## src/rtl/fifo_pkg.sv

```systemverilog
// Shared types and constants for the FIFO UART transmitter.
package fifo_pkg;
    localparam int DATA_WIDTH_DEF = 8;
    localparam logic UART_IDLE_LEVEL = 1'b1;

    typedef enum logic [1:0] {IDLE, START, DATA, STOP} tx_state_e;
endpackage

```

## src/rtl/fifo_uart_tx_if.sv

```systemverilog
// FIFO read-side handshake: the transmitter (master) pops from the FIFO (slave).
interface fifo_uart_tx_if #(parameter int DATA_WIDTH = fifo_pkg::DATA_WIDTH_DEF);
    logic                  fifo_empty;
    logic [DATA_WIDTH-1:0] fifo_rd_data;
    logic                  fifo_pop;

    modport master (input fifo_empty, input fifo_rd_data, output fifo_pop);
    modport slave  (output fifo_empty, output fifo_rd_data, input fifo_pop);
endinterface

```

## src/rtl/uart_baud_gen.sv

```systemverilog
// Bit-period timer: tick is high in the last cycle of each CLKS_PER_BIT period.
module uart_baud_gen #(
    parameter int CLKS_PER_BIT = 16
) (
    input  logic clk,
    input  logic rst_n,
    input  logic restart,
    output logic tick
);
    localparam int CW = (CLKS_PER_BIT > 1) ? $clog2(CLKS_PER_BIT) : 1;
    localparam logic [CW-1:0] LAST = CW'(CLKS_PER_BIT - 1);

    logic [CW-1:0] cnt_q, cnt_d;

    assign tick = (cnt_q == LAST);

    // restart is asserted in the cycle the FSM changes state, so the new state starts at 0
    always_comb begin
        cnt_d = cnt_q + 1'b1;
        if (restart || tick) cnt_d = '0;
    end

    always_ff @(posedge clk or negedge rst_n) begin
        if (!rst_n) cnt_q <= '0;
        else        cnt_q <= cnt_d;
    end
endmodule

```

## src/rtl/fifo_uart_tx.sv

```systemverilog
// Pops bytes from a show-ahead FIFO and sends each as an 8N1-style UART frame.
module fifo_uart_tx
    import fifo_pkg::*;
#(
    parameter int DATA_WIDTH   = DATA_WIDTH_DEF,
    parameter int CLKS_PER_BIT = 16,
    parameter int STOP_BITS    = 1
) (
    input  logic                 clk,
    input  logic                 rst_n,
    input  logic                 ena,
    fifo_uart_tx_if.master       fifo,
    output logic                 tx,
    output logic                 busy,
    output logic [7:0]           frames_sent
);
    localparam int BW = (DATA_WIDTH > 1) ? $clog2(DATA_WIDTH) : 1;
    localparam logic [BW-1:0] LAST_BIT = BW'(DATA_WIDTH - 1);
    localparam logic LAST_STOP = 1'(STOP_BITS - 1);

    tx_state_e             state_q, state_d;
    logic [DATA_WIDTH-1:0] shreg_q, shreg_d;
    logic [BW-1:0]         bit_q, bit_d;
    logic                  stop_q, stop_d;
    logic [7:0]            frames_q, frames_d;
    logic                  tx_q, tx_d;
    logic                  pop_q, pop_d;
    logic                  busy_q, busy_d;
    logic                  tick, restart;

    uart_baud_gen #(.CLKS_PER_BIT(CLKS_PER_BIT)) u_baud (
        .clk    (clk),
        .rst_n  (rst_n),
        .restart(restart),
        .tick   (tick)
    );

    // tx_d is the line level for the next cycle, so tx stays a plain flop output
    always_comb begin
        state_d  = state_q;
        shreg_d  = shreg_q;
        bit_d    = bit_q;
        stop_d   = stop_q;
        frames_d = frames_q;
        tx_d     = tx_q;
        pop_d    = 1'b0;
        case (state_q)
            IDLE: begin
                tx_d = UART_IDLE_LEVEL;
                if (ena && !fifo.fifo_empty) begin
                    state_d = START;
                    shreg_d = fifo.fifo_rd_data;
                    pop_d   = 1'b1;
                    tx_d    = 1'b0;
                    bit_d   = '0;
                    stop_d  = 1'b0;
                end
            end
            START: begin
                if (tick) begin
                    state_d = DATA;
                    tx_d    = shreg_q[0];
                end
            end
            DATA: begin
                if (tick) begin
                    if (bit_q == LAST_BIT) begin
                        state_d = STOP;
                        tx_d    = UART_IDLE_LEVEL;
                    end else begin
                        bit_d   = bit_q + 1'b1;
                        shreg_d = shreg_q >> 1;
                        tx_d    = shreg_q[1];
                    end
                end
            end
            STOP: begin
                if (tick) begin
                    if (stop_q == LAST_STOP) begin
                        state_d  = IDLE;
                        frames_d = frames_q + 8'd1;
                    end else begin
                        stop_d = 1'b1;
                    end
                end
            end
            default: state_d = IDLE;
        endcase
        restart = (state_d != state_q);
        busy_d  = (state_d != IDLE);
    end

    always_ff @(posedge clk or negedge rst_n) begin
        if (!rst_n) begin
            state_q  <= IDLE;
            shreg_q  <= '0;
            bit_q    <= '0;
            stop_q   <= 1'b0;
            frames_q <= 8'd0;
            tx_q     <= UART_IDLE_LEVEL;
            pop_q    <= 1'b0;
            busy_q   <= 1'b0;
        end else begin
            state_q  <= state_d;
            shreg_q  <= shreg_d;
            bit_q    <= bit_d;
            stop_q   <= stop_d;
            frames_q <= frames_d;
            tx_q     <= tx_d;
            pop_q    <= pop_d;
            busy_q   <= busy_d;
        end
    end

    assign fifo.fifo_pop = pop_q;
    assign tx            = tx_q;
    assign busy          = busy_q;
    assign frames_sent   = frames_q;
endmodule

```

## src/flat_wrapper.sv

```systemverilog
// flat-port wrapper written by rule: the top's interface ports become plain ports
module fifo_uart_tx_flat import fifo_pkg::*;
#(
    parameter int DATA_WIDTH   = DATA_WIDTH_DEF,
    parameter int CLKS_PER_BIT = 16,
    parameter int STOP_BITS    = 1
)
  (clk, rst_n, ena, tx, busy, frames_sent, fifo_fifo_empty, fifo_fifo_rd_data, fifo_fifo_pop);
  fifo_uart_tx_if #(.DATA_WIDTH(DATA_WIDTH)) fifo_i ();
  input  logic clk;
  input  logic rst_n;
  input  logic ena;
  output logic tx;
  output logic busy;
  output logic [7:0] frames_sent;
  input wire logic [$bits(fifo_i.fifo_empty)-1:0] fifo_fifo_empty;
  input wire logic [$bits(fifo_i.fifo_rd_data)-1:0] fifo_fifo_rd_data;
  output wire logic [$bits(fifo_i.fifo_pop)-1:0] fifo_fifo_pop;
  assign fifo_i.fifo_empty = fifo_fifo_empty;
  assign fifo_i.fifo_rd_data = fifo_fifo_rd_data;
  assign fifo_fifo_pop = fifo_i.fifo_pop;
  fifo_uart_tx #(.DATA_WIDTH(DATA_WIDTH), .CLKS_PER_BIT(CLKS_PER_BIT), .STOP_BITS(STOP_BITS)) u_core (.clk(clk), .rst_n(rst_n), .ena(ena), .fifo(fifo_i), .tx(tx), .busy(busy), .frames_sent(frames_sent));
endmodule
```

## config.mk

```make
export PLATFORM = sky130hd
export DESIGN_NAME = fifo_uart_tx_flat
export DESIGN_NICKNAME = d
export VERILOG_FILES = /design/src/rtl/fifo_pkg.sv /design/src/rtl/fifo_uart_tx_if.sv /design/src/rtl/uart_baud_gen.sv /design/src/rtl/fifo_uart_tx.sv /design/src/flat_wrapper.sv
export SDC_FILE = /design/constraint.sdc
export NUM_CORES = 1
export LEC_CHECK = 0
export ABC_AREA = 1
export BUFFER_PORTS_ARGS = -buffer_cell sky130_fd_sc_hd__buf_2
export CAP_MARGIN = 10
export CORE_MARGIN = 3
export CORE_UTILIZATION = 40
export DETAILED_ROUTE_END_ITERATION = 10
export GPL_TIMING_DRIVEN = 0
export PLACE_DENSITY_LB_ADDON = 0.15
export SLEW_MARGIN = 25
export SYNTH_ARGS = -nofsm -noshare
export SYNTH_HDL_FRONTEND = slang
export SYNTH_SLANG_ARGS = --single-unit
```

## constraint.sdc

```tcl
create_clock -name clk -period 1.5 [get_ports clk]
set_input_delay 0.3 -clock clk [delete_from_list [all_inputs] [get_ports clk]]
set_output_delay 0.3 -clock clk [all_outputs]
set_load 0.02 [all_outputs]
```

# Yosys cells after proc, flatten, opt, wreduce, memory -nomap -nowiden
# Cells that the tools add are included.
op_classes:
  add_sub_neg: 3
  n_eq_ne: 11
  mux: 27
  n_bitwise: 1
  n_reduce_logical: 12
op_table:
  columns: ["cell", "count"]
  rows:
  - ["8-bit 2-to-1 mux", 3]
  - ["8-bit case mux with 2 select lines", 1]
  - ["2-bit 2-to-1 mux", 6]
  - ["1-bit 2-to-1 mux", 9]
  - ["3-bit 2-to-1 mux", 3]
  - ["3-bit AND reduction", 3]
  - ["8-bit by 1-bit adder with 8-bit output (second input constant)", 1]
  - ["2-bit != test (second input constant)", 4]
  - ["2-bit case mux with 4 select lines", 1]
  - ["3-bit case mux with 2 select lines", 1]
  - ["2-bit nonzero test", 3]
  - ["4-bit by 1-bit adder with 4-bit output (second input constant)", 1]
  - ["2-bit == test (second input constant)", 2]
  - ["4-bit == test (second input constant)", 1]
  - ["4-bit 2-to-1 mux", 1]
  - ["4-bit AND reduction", 1]
  - ["3-bit by 1-bit adder with 3-bit output (second input constant)", 1]
  - ["3-bit == test (second input constant)", 1]
  - ["1-bit case mux with 3 select lines", 1]
  - ["3-bit nonzero test", 1]
  - ["2-bit by 1-bit == test with 1-bit output (second input constant)", 1]
  - ["2-bit zero test", 1]
  - ["2-bit by 1-bit != test with 1-bit output (second input constant)", 1]
  - ["2-bit != test", 1]
  - ["5 further kinds", 5]
totals:
  reg_bits: 29
  input_bits: 12
  output_inout_bits: 11
  wordCells: 63

# Logic depth before layout (Yosys ltp)
depth:
  ltp_word: 7
  ltp_mapped: 9
  depth_no_buf: 9

# Modules after synthesis
# From an unflattened synthesis, not the netlist that was laid out.
unflattened:
  cells_unflattened: 181
  hier_area_um2: 1481.4
modules_own_cells:
  columns: ["module", "n_inst", "cells_each", "area_each_um2", "seq_area_each_um2"]
  rows:
  - ["fifo_uart_tx", 1, 162, 1288.7, 601.8]
  - ["uart_baud_gen", 1, 19, 192.7, 100.1]

# Worst setup path before layout
# Ideal clock, no wire load.
synth_path:
  kind: "flip-flop to flip-flop"
  from: "register u_core.state_q[0]"
  to: "register u_core.shreg_q[0]"
  setup_ps: 119
  arrival_ps: 1387
  required_time_ps: 1381
  path_slack_ps: -5
  path_stages_with_launch: 7
  n_path_buf: 1
  period_less_slack_ps: 1505
  path_cell_list: "dfrtp_1 > inv_1 > ha_1 > o21ai_1 > nor2_4 > buf_4 > o21a_1"
synth_via:
  elab_chain_len: 3
  elab_cells_between_ends: 8
  cone_classes: "4 x eq/ne; 1 x mux; 3 x reduce/logical"
synth_lines:
  columns: ["element", "line", "rtl"]
  rows:
  - ["start: declaration", "fifo_uart_tx.sv:21", "tx_state_e state_q, state_d;"]
  - ["start signal: assignment", "fifo_uart_tx.sv:104", "state_q <= state_d;"]
  - ["2-bit == test or 2-bit zero test (tied branches)", "fifo_uart_tx.sv:47", "case (state_q)"]
  - ["2-bit != test (no source line) (tied with other cells)", null, null]
  - ["4-bit AND reduction (no source line)", null, null]
  - ["end signal: assignment", "fifo_uart_tx.sv:105", "shreg_q <= shreg_d;"]
  - ["end: declaration", "fifo_uart_tx.sv:22", "logic [DATA_WIDTH-1:0] shreg_q, shreg_d;"]
# Parallel ways exist; a longest one is shown, timed or not.
# A chain may end at the register's enable or synchronous reset.

# Final worst setup path
layout_path:
  from: "register u_core.state_q[1]"
  to: "register u_core.shreg_q[0]"
# The elaborated chain is that of the path after synthesis.

==> flow_summary_export.csv <==
group,metric,value,unit
outcome,status,"finished with violations",
outcome,violations_in_the_final_reports,"setup timing",
timing,top_achievable_clock_speed,0.6635,GHz
synthesis,ys_seq_area_share,47.83,%
cts,path_clk_slew,0.10,ns
timing,finalCritPeriodShare,100.5,%
placement,detailedPlace.worstSlack,-0.1828,ns
timing,slew_headroom,59.25,%
setup_path,crit_path_max_fanout,6,
routing,drt_first_iter_violations,34,
routing,drtPass1Iterations,4,
power_and_ir_drop,peakVddDrop,0.3929,mV
synthesis,synth.distinct_cells,31,
cts,cts-hold-fix-buffers,0,
power_and_ir_drop,share_clk_of_total_power,43.6,%
synthesis,syn_area_per_cell,9.116,um^2
floorplanning,fp-row-count,21,
setup_path,critPathLaunchType,"flop",
routing,routed_wl,2904,um
synthesis,synth.top_cell.area_share,46.04,%
grt,global_route_usage_sum,14.01,%
timing,worst_slew_pin_slew,0.6112,ns
placement,port-buffer-count,22,
power_and_ir_drop,power.density_cell_area,735.4,nW/um^2
synthesis,asyncSetResetFlopFracSynth,100.0,%
floorplanning,initial_core_util,42.64,%
grt,grt_pass1_wl,4774,um
setup_path,crit_path_top_delay_cell,"dfrtp_2",
routing,detail_route.drc_violations,0,
synthesis,synth-main-ff-cell,"dfrtp_1",
floorplanning,top_level_ports,23,
power_and_ir_drop,switchingPower,268.4,uW
routing,avgRoutedWirePerCell,12.00,um
floorplanning,die-width,66.58,um
placement,detailed_place_hpwl,1946,um
layout,layout-drive-gt1-share,35.71,%
timing,finalHoldViolations,0,
cts,cts_tree,"yes",
cts,numClockSinks,28,
setup_path,timing.critical_path.max_delay_family,"flip-flops",
job,drv_cap,0,
cts,clk-insertion-delay-late,0.28,ns
setup_path,path_cells,"inv_2 > ha_4 > nand2_4 > nand2_2 > nor2_4 > buf_6 > o211ai_2 > o21a_1",
synthesis,synth_largest_area_cell,"dfrtp_1",
routing,detailroute.via_count,1177,
cts,clk_path_buf_depth,2,
routing,avgViaCountPerCell,4.864,
layout,num-nets-final,217,
grt,grt_start_max_net_pins,29,
power_and_ir_drop,cellInternalPower,1.123,mW
timing,final.setup_skew,0.002807,ns
layout,antenna-diode-count,0,
floorplanning,coreArea,3442,um^2
timing,finalSetupViolCount,4,
setup_path,crit_buf_inv,2,
synthesis,netlist_instances,161,
setup_path,timing.critical_path.required,1.68,ns
setup_path,setup.worst_path.end_class,"flop",
synthesis,post_synth_main_area_contributors,"dfrtp_1 (46%), nand2_1 (6.9%), ha_1 (6.8%), nor2_1 (4.9%), inv_1 (4.3%)",
synthesis,yosys_register_bits,28,
timing,grt_setup_unrepaired,"true",
timing,final_max_slew_viol_count,0,
grt,overflow,0,
placement,gp_routability_congestion,0.8686,
cts,clockRootBuffer,"clkbuf_8",
setup_path,worst-endpoint-arrival,1.69,ns
cts,htree_num_levels,1,
layout,fin_util,54.96,%
synthesis,syn-num-nets,181,
synthesis,synth-warning-count,0,
power_and_ir_drop,power.combinational.fraction,2.2,%
cts,cts-buffers-inserted,3,
timing,timing.final.ws_setup,-0.007180,ns
floorplanning,floorplan.die.height,66.58,um
power_and_ir_drop,swShare,19.29,%
timing,finalWorstPathRequiredPeriod,1.507,ns
power_and_ir_drop,power_frac_seq,54.2,%
hold_path,path_type_of_the_worst_min_delay_path,"in2async",
setup_path,cp_slowest_stage_delay,0.46,ns
synthesis,mapped_cell_area,1468,um^2
power_and_ir_drop,leakagePower,0.9216,nW
grt,first_global_vias,1104,
floorplanning,die_area,4432,um^2
routing,antenna_violating_nets_left,0,
synthesis,number_of_enable_flip_flop_cells_after_synthesis,0,
layout,area_growth_syn_to_layout,28.90,%
setup_path,timing.setup.critical_path_class,"reg2reg",
grt,antenna_found_initial,0,
flip-flops by register name (all words and copies together), names as in the netlist:
register / count
u_core.frames_sent: 8
u_core.shreg_q: 8
u_core.u_baud.cnt_q: 4
u_core.bit_q: 3
u_core.state_q: 2
u_core.busy: 1
u_core.fifo.fifo_pop: 1
u_core.tx: 1
layer usage:
| layer | wire length, um | up-vias | GRT usage, % |
|---|---|---|---|
| met5 | 0 | - | 0 |
| met4 | 75 | 0 | 6.853 |
| met3 | 119 | 8 | 2.698 |
| met2 | 1462 | 25 | 23.27 |
| met1 | 1247 | 554 | 17.27 |
| li1 | - | 590 | - |
worst reg2reg max path: stages, from the launching register on:
cell	delay (ns)
dfrtp_2	0.46
inv_2	0.09
ha_4	0.20
nand2_4	0.10
nand2_2	0.09
nor2_4	0.16
buf_6	0.14
o211ai_2	0.07
o21a_1	0.10
cell families (layout without fill, tap and decap cells):
kind of cell | count (synthesis) | after routing | share of synthesized area [%]
AND/OR/NAND/NOR | 65 | 65 | 21.06
AO/OA/AOI/OAI | 29 | 29 | 12.19
flip-flops | 28 | 28 | 47.83
buffers and inverters | 22 | 57 | 6.649
adder cells (fa/ha/maj) | 8 | 8 | 6.820
XOR/XNOR | 8 | 8 | 4.774
multiplexers | 1 | 1 | 0.6820
placed cells by master (no fill, tap or decap), drive strengths merged:
master  instances
a21oi           3
a31oi           1
buf            34
bufinv          1
clkbuf          3
dfrtp          27
dfstp           1
ha              8
inv            19
mux2i           1
nand2          28
nand3           9
nand3b          1
nand4           3
nor2           22
o211ai          2
o21a            7
o21ai          15
o22ai           1
or2             2
xnor2           4
xor2            4
synthesized netlist by cell type, types with 2 or more instances:
master / count
buf_4: 2
xor2_1: 4
a21oi_1: 3
nor2_4: 2
inv_2: 2
o21a_1: 7
nand3_1: 7
dfrtp_1: 27
nand2_1: 27
xnor2_1: 4
ha_1: 8
nor2_1: 19
nand4_1: 3
inv_1: 17
o21ai_1: 9
o21ai_0: 5
path summary, 6_finish.rpt:
path / start / end / slack [ns] / depth (start not counted)
setup / recovery: u_core.state_q[1]$_DFF_PN0_ / u_core.shreg_q[0]$_DFFE_PN0P_ / -0.007 / 8
hold / removal: rst_n / u_core.frames_sent[1]$_DFFE_PN0P_ / 0.02 / 1
setup reg to reg: u_core.state_q[1]$_DFF_PN0_ / u_core.shreg_q[0]$_DFFE_PN0P_ / -0.007 / 8
hold reg to reg: u_core.frames_sent[7]$_DFFE_PN0P_ / u_core.frames_sent[7]$_DFFE_PN0P_ / 0.49 / 2
max in group asynchronous: rst_n / u_core.state_q[1]$_DFF_PN0_ / 1.05 / 1
min in group clk: fifo_fifo_rd_data[1] / u_core.shreg_q[1]$_DFFE_PN0P_ / 0.26 / 3
through the flow:
stage                     power [mW]  setup TNS (ns)  hold slack, ns  cells  cell area [um^2]
after global routing           1.438          -1.077         0.06870    242              1892
final                          1.391        -0.01898         0.02026    242              1892
after global placement        0.7991          -1.664          0.3417    229              1639
after floorplan               0.7711       -0.002987        0.004409    161              1471
after detailed placement      0.8002          -2.025          0.3582    229              1639
after CTS                      1.406               0         0.04607    234              1757
power groups by stage:
| stage | sequential, mW | combinational (mW) | clock (mW) |
|---|---|---|---|
| after detailed placement | 0.769 | 0.0310 | 0 |
| after global routing | 0.755 | 0.0350 | 0.649 |
| after floorplan | 0.769 | 0.00174 | 0 |
| after global placement | 0.769 | 0.0300 | 0 |
| final | 0.754 | 0.0301 | 0.607 |
| after CTS | 0.754 | 0.0315 | 0.621 |
repair_timing:
| action | CTS | global route |
|---|---|---|
| setup endpoints to repair | 18 | 20 |
| resized for setup | 12 | 22 |
| gates cloned | 0 | 1 |
| pin swaps | 0 | 6 |
| buffers inserted | 1 | 7 |
cell type report:
type                    instances  area, um^2
fillers                       318        1550
multi-input cells             111       758.2
flip-flops and latches         28       704.4
repair buffers                 31       181.4
inverters                      19       81.33
well taps                      46       57.56
clock buffers                   3       41.29
plain buffers                   3       37.54
clock inverters                 1       30.03
Note: power is estimated with default switching activity, not from simulation.
